[src/rtl/demux_rr_sched.sv]
// ----------------------------------------------------------------------------
// demux_rr_sched
//
// Purpose:
//   Round-robin 1-to-4 demultiplexer for a single-bit valid/ready stream.
//   One incoming bit is held at a time and offered to one destination lane,
//   selected by a rotating pointer. Each delivery advances the pointer to the
//   next lane (3 wraps to 0). While a bit is being delivered, a new bit can be
//   accepted on the same cycle, so the stream runs at one bit per cycle when
//   the selected destination is ready.
//
// Optional feature (macro DEMUX_SKIP_EN):
//   When defined, a destination that leaves the held bit undelivered for
//   MAX_WAIT consecutive cycles is skipped. The pointer moves to the next lane,
//   the held bit is kept and offered there, and 'skip' pulses for one cycle.
//   When undefined, the block waits on the selected lane indefinitely and
//   'skip' is tied low.
//
// Parameters:
//   MAX_WAIT   stalled cycles on one lane before a skip (1..15)
//
// Ports:
//   clk        clock, all state updates on the rising edge
//   rst        asynchronous active-high reset
//   in_valid   source presents a data bit
//   in_data    source data bit
//   in_ready   block accepts in_data this cycle
//   out_ready  per-destination ready, bit i belongs to lane i
//   out_valid  per-destination valid, at most one bit high
//   out_data   per-destination data bit, zero on non-selected lanes
//   sel        currently selected destination index
//   skip       one-cycle pulse when a lane is skipped on timeout
// ----------------------------------------------------------------------------
module demux_rr_sched #(
    parameter int MAX_WAIT = 8
) (
    input  logic       clk,
    input  logic       rst,
    input  logic       in_valid,
    input  logic       in_data,
    output logic       in_ready,
    input  logic [3:0] out_ready,
    output logic [3:0] out_valid,
    output logic [3:0] out_data,
    output logic [1:0] sel,
    output logic       skip
);

    if (MAX_WAIT < 1 || MAX_WAIT > 15) begin : g_max_wait_range
        $error("demux_rr_sched: MAX_WAIT must be in the range 1..15");
    end

    typedef enum logic {
        IDLE = 1'b0,
        HOLD = 1'b1
    } state_t;

    state_t     state_q, state_d;
    logic [1:0] sel_q,   sel_d;
    logic       hold_q,  hold_d;

    logic       sel_ready;

    // Only the currently selected lane's ready matters; the others are
    // deliberately ignored.
    assign sel_ready = out_ready[sel_q];

`ifdef DEMUX_SKIP_EN
    localparam logic [3:0] WAIT_LAST = 4'(MAX_WAIT - 1);

    logic [3:0] wait_q, wait_d;
    logic       skip_q, skip_d;
`endif

    // ------------------------------------------------------------------
    // State registers
    // ------------------------------------------------------------------
    always_ff @(posedge clk or posedge rst) begin
        if (rst) begin
            state_q <= IDLE;
            sel_q   <= 2'd0;
            hold_q  <= 1'b0;
`ifdef DEMUX_SKIP_EN
            wait_q  <= 4'd0;
            skip_q  <= 1'b0;
`endif
        end else begin
            state_q <= state_d;
            sel_q   <= sel_d;
            hold_q  <= hold_d;
`ifdef DEMUX_SKIP_EN
            wait_q  <= wait_d;
            skip_q  <= skip_d;
`endif
        end
    end

    // ------------------------------------------------------------------
    // Next-state logic
    // ------------------------------------------------------------------
    always_comb begin
        state_d = state_q;
        sel_d   = sel_q;
        hold_d  = hold_q;
`ifdef DEMUX_SKIP_EN
        wait_d  = wait_q;
        skip_d  = 1'b0;
`endif

        case (state_q)
            IDLE: begin
                // Accepting into an empty holder does not move the pointer.
                if (in_valid) begin
                    hold_d  = in_data;
                    state_d = HOLD;
                end
`ifdef DEMUX_SKIP_EN
                wait_d = 4'd0;
`endif
            end

            HOLD: begin
                if (sel_ready) begin
                    // Delivery: rotate to the next lane. A bit arriving on
                    // the same edge refills the holder so no bubble appears.
                    sel_d = sel_q + 2'd1;
                    if (in_valid) begin
                        hold_d = in_data;
                    end else begin
                        state_d = IDLE;
                    end
`ifdef DEMUX_SKIP_EN
                    wait_d = 4'd0;
`endif
                end else begin
`ifdef DEMUX_SKIP_EN
                    // Stalled lane: after MAX_WAIT stalled cycles, offer the
                    // same held bit to the next lane instead.
                    if (wait_q == WAIT_LAST) begin
                        sel_d  = sel_q + 2'd1;
                        wait_d = 4'd0;
                        skip_d = 1'b1;
                    end else begin
                        wait_d = wait_q + 4'd1;
                    end
`endif
                end
            end

            default: begin
                state_d = IDLE;
            end
        endcase
    end

    // ------------------------------------------------------------------
    // Outputs, decoded from the registered state so that an asynchronous
    // reset clears them immediately.
    // ------------------------------------------------------------------
    always_comb begin
        out_valid = 4'b0000;
        if (state_q == HOLD) begin
            out_valid[sel_q] = 1'b1;
        end
    end

    assign out_data = out_valid & {4{hold_q}};
    assign in_ready = (state_q == IDLE) || sel_ready;
    assign sel      = sel_q;

`ifdef DEMUX_SKIP_EN
    assign skip = skip_q;
`else
    assign skip = 1'b0;
`endif

endmodule

[config.mk]
export PLATFORM = sky130hd
export DESIGN_NAME = demux_rr_sched
export DESIGN_NICKNAME = d
export VERILOG_FILES = /design/src/rtl/demux_rr_sched.sv
export SDC_FILE = /design/constraint.sdc
export NUM_CORES = 1
export LEC_CHECK = 0
export ABC_AREA = 1
export BUFFER_PORTS_ARGS = -buffer_cell sky130_fd_sc_hd__buf_4
export CAP_MARGIN = 15
export CORE_AREA = 2 2 39 41
export CTS_CLUSTER_DIAMETER = 200
export DETAILED_ROUTE_END_ITERATION = 10
export DIE_AREA = 0 0 41 43
export PLACE_DENSITY = 0.53
export SLEW_MARGIN = 25
export SYNTH_ARGS = -nofsm -noshare
export SYNTH_HDL_FRONTEND = slang
export SYNTH_SLANG_ARGS = --single-unit
[constraint.sdc]
create_clock -name clk -period 2.6 [get_ports clk]
set_input_delay 0.52 -clock clk [delete_from_list [all_inputs] [get_ports clk]]
set_output_delay 0.52 -clock clk [all_outputs]
set_load 0.01 [all_outputs]
Yosys cells after proc, flatten, opt, wreduce, memory -nomap -nowiden
Index checks and enable logic that the tools add are counted.
{"block": "op_classes", "addsub": 1, "multipliers": 0, "n_div": 0, "n_lt_le_gt_ge": 2, "eq_ne": 1, "n_shift": 0, "n_mux": 11, "bitwise": 2, "reduce_logical": 3}
{"op": "$mux 1", "count": 6}
{"op": "$and 4x4->4", "count": 1}
{"op": "$mux 4", "count": 1}
{"op": "$pmux 1 s2", "count": 2}
{"op": "$lt 2x3->1 const B", "count": 1}
{"op": "$add 2x1->2 const B", "count": 1}
{"op": "$bmux 1 s2", "count": 1}
{"op": "$demux 1 s2", "count": 1}
{"op": "$ge 2x1->1 const B", "count": 1}
{"op": "$ne 2x1->1 const B", "count": 1}
{"op": "$reduce_and 2->1", "count": 1}
{"op": "$logic_and 1x1->1", "count": 1}
{"op": "$logic_or 1x1->1", "count": 1}
{"op": "$not 1->1", "count": 1}
{"block": "totals", "reg_bits": 4, "latch_bits": 0, "ram_bits": 0, "mem_bits_ro": 0, "inputBits": 8, "out_inout_bits": 12, "word_cells": 23, "memories": 0}

Depth between registers and ports, before layout
Gate-level depths: netlist (run 1).
{"block": "depth", "depth_word": 6, "mapped_depth": 8, "depth_no_buf": 8}

Worst setup path after synthesis (run 1)
No wires, ideal clock.
{"block": "synth_timing", "kind": "reg-to-output", "startpoint": "register sel_q[1], in the netlist sel[1]", "endpoint": "output out_data[1]", "arrival_time_ns": 0.952, "required_time_ns": 2.080, "path_slack_ns": 1.128, "stages_incl_launch_ff": 5, "n_path_buf": 0, "path_cell_list": "dfrtp_1 -> inv_1 -> ha_1 -> nand2_1 -> nor2_1"}
{"block": "synth_via", "elab_chain_len": 6, "word_cells_on_any_way": 7, "cone_classes": "order compare (2); mux (3); bitwise (1); reduce/logical (1)"}
{"item": "start, declared", "line": "59", "text": "logic [1:0] sel_q, sel_d;"}
{"item": "start signal, assigned", "line": "89", "text": "sel_q <= sel_d;"}
{"item": "$lt 2x3->1 (not written as such) or $ge 2x1->1 (tied branches)", "line": "163", "text": "out_valid[sel_q] = 1'b1;"}
{"item": "$logic_and 1x1->1 (not written as such)", "line": "163"}
{"item": "$mux 1 (not written as such)", "line": "163"}
{"item": "$demux 1 s2 (*)", "line": "163"}
{"item": "$mux 4 (*)", "line": "162", "text": "if (state_q == HOLD) begin"}
{"item": "$and 4x4->4 (*)", "line": "167", "text": "assign out_data = out_valid & {4{hold_q}};"}
{"item": "end, declared", "line": "44", "text": "output logic [3:0] out_data,"}
Mark *: on every way between the ends. The rest lies on a longest branch, timed or not.

Final worst setup path (run 1)
{"block": "layout_timing", "startpoint": "register sel_q[0], in the netlist sel[0]", "endpoint": "output out_data[2]"}
Same word-level chain as after synthesis.

==> run summary, run 1 <==
Worst setup SP type - flop
IO Port Bufs - 18
metal2 WL - 310 µm
Hold WC Path Type - input pin to asynchronous set/reset pin
num rows - 14
Non-Filler Instances - 83
H-tree levels - 1
Reg clk slew, reported paths - 0.04 ns
CTS tree - built
wire per inst - 7.70 µm
area fraction of the dominant cell type after synthesis - 29.3%
# nets final - 81
synth warn - 0
sequential area share after synthesis - 29.3%
Die Y - 43 µm
simple-gate share of the synthesized area - 38.8%
area of the die - 1760 µm²
Critical Path RT - 2.08 ns
commonest cells in the netlist - 12 x nand2_1, 9 x inv_1, 4 x dfrtp_1, 4 x ha_1, 4 x nor2_1
DRC Markers - 0
via count - 326
Fin Setup TNS - 0 ns
Post-DRT Antenna Nets - 0
# diodes - 0
reg-to-reg endpoint - sel[0]$_DFFE_PP0P_
RSZ-0062 raised after global routing - false
PostCTS Resize Cnt - 0
GRT Total Usage - 8.58%
buffer levels on the longest clock path - 2
worst path arrival time - 1.26 ns
starting density of the core - 24.7%
Slew Viols, Final - 0
dpl hpwl - 552 µm
number of flops mapped to enable cells by yosys - 0
main combinational cell family by area after synthesis - simple AND/OR/NAND/NOR gates
top routing layer used - met3
VDD IR max - 0.398 mV
Post-Synthesis Cells - 47
vias in the first global route - 283
Synth Area in Adders - 14.7%
Pwr Density - 1090 nW/µm²
total gr overflow - 0
flops & latches, synth - 4
final worst-path cycle share - 68.4%
drt total wl - 639 µm
CTS Sinks - 4
DP Cell Count - 80
DIE WIDTH - 41 µm
Most used DFF post-synth - dfrtp_1
Ports - 20
Slowest cell on crit path - dfrtp_1
worst reg-to-reg setup slack - 1.47 ns
Crit path largest cell delay - 0.46 ns
Crit path buffers/inverters - 2
critical path capture point type - output pin
crit path kind - flop to output pin
Routability Congestion - 0.709
cell taking the most area after synthesis - dfrtp_1
final hold vios - 0
first-pass GRT wire length - 1050 µm
largest net degree at the start of global routing - 8
Crit. Startpoint - sel[0]$_DFFE_PP0P_
post-synthesis cell type count - 15
fmax - 563 MHz
post-synthesis compound-gate area fraction - 2.93%
syn nets - 59
clk_skew - 0.00121 ns
cells along the critical path - inv_2 -> ha_1 -> nand2_1 -> nor2_1 -> buf_4
outcome - completed
Pre-antenna DRT Iters - 4
total CTS buffers - 3
Clock Latency Late Sink - 0.23 ns
worst reg2reg path startpoint - sel[0]$_DFFE_PP0P_
initial antenna violation count - 0
most common cell in the synthesized netlist - nand2_1
synthesis-to-finish area growth - 49.8%
dominant cells by area after synthesis - dfrtp_1 29%, ha_1 15%, nand2_1 13%, inv_1 9.9%, nand2_4 6.6%
Reg2Reg Depth - 6
# hold bufs at CTS - 0
final setup vio count - 0
worst hold slack - 0.172 ns
Via density - 3.93
routed wl met3 - 58 µm
CP Capture Point - out_data[2]
xor-xnor portion of the synthesized cell area - 0%
Max-Cap Viols - 0
M1 wire length - 270 µm
share of cells above drive strength 1 - 44.8%
mux cell area share after synthesis - 0%
Final min period - 1.78 ns
Levels on crit path - 5
Post-CTS Setup Inserts - 0
synthesized area - 342 µm²
leakage - 0.321 nW
Crit Path Max Fanout - 7
Mean Syn Cell Area - 7.27 µm²
Initial DRC Count - 3
Core ar. - 1380 µm²
CP delay by family, top - flip-flops
async set-reset flop share out of synthesis - 100%
# fillers - 172
Root Driver - clkbuf_4
## final cells by class
cell class	count	area [µm²]	area share, %
Clock buffer	3	22.5	4.40
Sequential cell	4	100	19.6
Tap cell	16	20.0	3.91
Inverter	10	37.5	7.33
Multi-Input combinational cell	32	196	38.4
Timing Repair Buffer	18	135	26.4
## routing by layer
metal  track usage (%)  vias up
met2              13.4       12
li1                  -      174
met5                 0        -
met3              1.57        0
met4              6.00        0
met1              9.80      140
## where the power goes
| group | switching, mW | internal (mW) | leakage [nW] |
|---|---|---|---|
| combinational | 0.191 | 0.158 | 0.259 |
| clock | 0.0217 | 0.0514 | 0.0138 |
| sequential | 0.0425 | 0.0919 | 0.0475 |
## flip-flops by register name, summed over array words and instances (netlist names)
signal / count
state_q: 1
sel: 2
hold_q: 1
## cell families after synthesis
logic type,after synthesis
adder cells (fa/ha/maj),4
buffers and inverters,11
flip-flops,4
other,1
AND/OR/NAND/NOR,25
AO/OA/AOI/OAI,2
## layout by cell type (no fill, tap or decap)
cell / count
nand2_1: 12
buf_4: 18
ha_1: 4
inv_1: 9
nor2_1: 4
nor2_2: 1
conb_1: 1
nand2_2: 3
nand2_4: 2
inv_2: 1
o21ai_0: 1
dfrtp_1: 4
o21ai_1: 1
nand3_1: 1
clkbuf_4: 3
nand3_2: 2
## worst min path at each step
stage | depth (start not counted) | slack (ns) | from | to
global placement | 2 | 0.41 | rst | hold_q$_DFFE_PP0P_
floorplan | 1 | 0.29 | rst | hold_q$_DFFE_PP0P_
CTS | 2 | 0.17 | rst | state_q$_DFF_PP0_
detailed placement | 2 | 0.41 | rst | sel[0]$_DFFE_PP0P_
finish | 2 | 0.17 | rst | state_q$_DFF_PP0_
global route | 2 | 0.18 | rst | hold_q$_DFFE_PP0P_
## metrics by stage
stage / setup WS (ns) / util (%) / total power [mW] / instance area (µm²)
finish: 0.823 / 37.0 / 0.557 / 512
global route: 0.701 / 37.0 / 0.627 / 512
CTS: 0.790 / 37.0 / 0.573 / 512
detailed placement: 0.982 / 35.4 / 0.495 / 489
global placement: 0.989 / 35.4 / 0.492 / 489
floorplan: 1.13 / - / 0.350 / 342
Note: power is estimated with default switching activity, not from simulation.
==> run 2: changes to the inputs <==
==> constraint.sdc (replaced) <==
create_clock -name clk -period 1.72 [get_ports clk]
set_input_delay 0.344 -clock clk [delete_from_list [all_inputs] [get_ports clk]]
set_output_delay 0.344 -clock clk [all_outputs]
set_load 0.01 [all_outputs]
==> run 2 against run 1 <==
Effect of this change: clock-buffer cell count unchanged; register-to-register slack worse by 0.89 ns; global-route usage decreased by 0.92 points; clock power up 55%; non-clock buffer count stayed put; setup slack got worse by 0.72 ns; core utilization unchanged; hold slack worse by 0.17 ns; cell count stayed put; wire length shrank 0.31%; critical path type unchanged; largest power group unchanged.
==> run summary, run 2 (synthesized netlist as in run 1, its figures left out) <==
area of the die - 1760 µm²
H-tree levels - 1
Worst setup SP type - flop
critical path capture point type - output pin
share of cells above drive strength 1 - 44.8%
Post-CTS Setup Inserts - 0
outcome - completed
max reg flops - 2
final instance area - 512 µm²
Pwr Density - 1650 nW/µm²
Critical Path RT - 1.38 ns
worst hold slack - 0.00389 ns
num rows - 14
Fin Setup TNS - 0 ns
Crit path largest cell delay - 0.47 ns
drt total wl - 637 µm
Max-Cap Viols - 0
DRC Markers - 0
Via density - 3.88
Initial DRC Count - 2
IO Port Bufs - 18
starting density of the core - 24.7%
CP most frequent cell - nand2_4
Pre-antenna DRT Iters - 2
RSZ-0062 raised after global routing - false
leakage - 0.321 nW
Post-DRT Antenna Nets - 0
PostCTS Resize Cnt - 0
Crit path buffers/inverters - 2
VDD IR max - 0.723 mV
cells along the critical path - inv_2 -> nand2_2 -> nand3_2 -> nand2_4 -> nand2_4 -> buf_4
Routability Congestion - 0.701
via count - 322
final worst-path cycle share - 93.8%
M1 wire length - 270 µm
metal2 WL - 292 µm
CTS tree - built
Ports - 20
first-pass GRT wire length - 924 µm
# nets final - 81
wire per inst - 7.67 µm
fmax - 620 MHz
Tot Pwr - 0.843 mW
Root Driver - clkbuf_4
routed wl met3 - 74 µm
Clock Latency Late Sink - 0.23 ns
Core ar. - 1380 µm²
crit path kind - flop to output pin
Die Y - 43 µm
DIE WIDTH - 41 µm
Reg clk slew, reported paths - 0.04 ns
CTS Sinks - 4
total CTS buffers - 3
CP delay by family, top - flip-flops
final hold vios - 0
# diodes - 0
synthesis-to-finish area growth - 49.8%
Slowest cell on crit path - dfrtp_1
Crit Path Max Fanout - 7
Final min period - 1.61 ns
final setup vio count - 0
buffer levels on the longest clock path - 2
GRT Total Usage - 7.66%
initial antenna violation count - 0
top routing layer used - met3
Slew Viols, Final - 0
clk_skew - 0.00180 ns
dpl cell area - 489 µm²
leading cell types in the layout, fill and taps excluded - 18 x buf_4, 12 x nand2_1, 9 x inv_1
worst path arrival time - 1.27 ns
# hold bufs at CTS - 0
Hold WC Path Type - input pin to asynchronous set/reset pin
most common cell after layout, fill and taps aside - buf_4
total gr overflow - 0
largest net degree at the start of global routing - 8
vias in the first global route - 258
dpl hpwl - 549 µm
==> run 2: cell counts in the layout (fill, tap and decap cells not counted) <==
Identical to the previous run, type by type.
==> run 2: area by class of cell <==
class / instances / area [µm²]
multi-input combinational: 32 / 196
fill: 159 / 872
tap: 16 / 20.0
clock buffer: 3 / 22.5
inverter: 10 / 37.5
timing repair buffer: 18 / 135
sequential: 4 / 100
==> run 2: final timing paths <==
path	start	end	slack [ns]	depth (start not counted)
max	sel[0]$_DFFE_PP0P_	in_ready	0.11	6
min	rst	state_q$_DFF_PP0_	0.004	2
max reg2reg	sel[0]$_DFFE_PP0P_	sel[0]$_DFFE_PP0P_	0.58	6
min reg2reg	hold_q$_DFFE_PP0P_	hold_q$_DFFE_PP0P_	0.47	2
max in group asynchronous	rst	sel[0]$_DFFE_PP0P_	1.56	2
min in group clk	in_valid	state_q$_DFF_PP0_	0.33	3
==> run 2: stage by stage <==
stage	std cells	worst slack (ns)	util (%)
floorplan	47	0.424	-
global placement	80	0.319	35.4
detailed placement	80	0.342	35.4
CTS	83	0.0808	37.0
global route	83	0.00149	37.0
finish	83	0.106	37.0
==> run 2: where the power goes <==
| part | switching (mW) | leakage (nW) | internal [mW] |
|---|---|---|---|
| clock | 0.0348 | 0.0138 | 0.0778 |
| combinational | 0.289 | 0.259 | 0.239 |
| sequential | 0.0633 | 0.0475 | 0.139 |
==> run 2: metal layers <==
metal	track usage [%]	up-vias
met1	9.45	132
met5	0	-
met2	10.9	12
li1	-	178
met3	3.14	0
met4	4.00	0
==> run 2: worst reg2reg max path, cell delays in order, from the launching register on <==
cell and delay, ns:
dfrtp_1 0.45, inv_2 0.15, nand2_2 0.06, nand3_2 0.08
nand2_4 0.07, o21ai_0 0.14, nand2_1 0.07
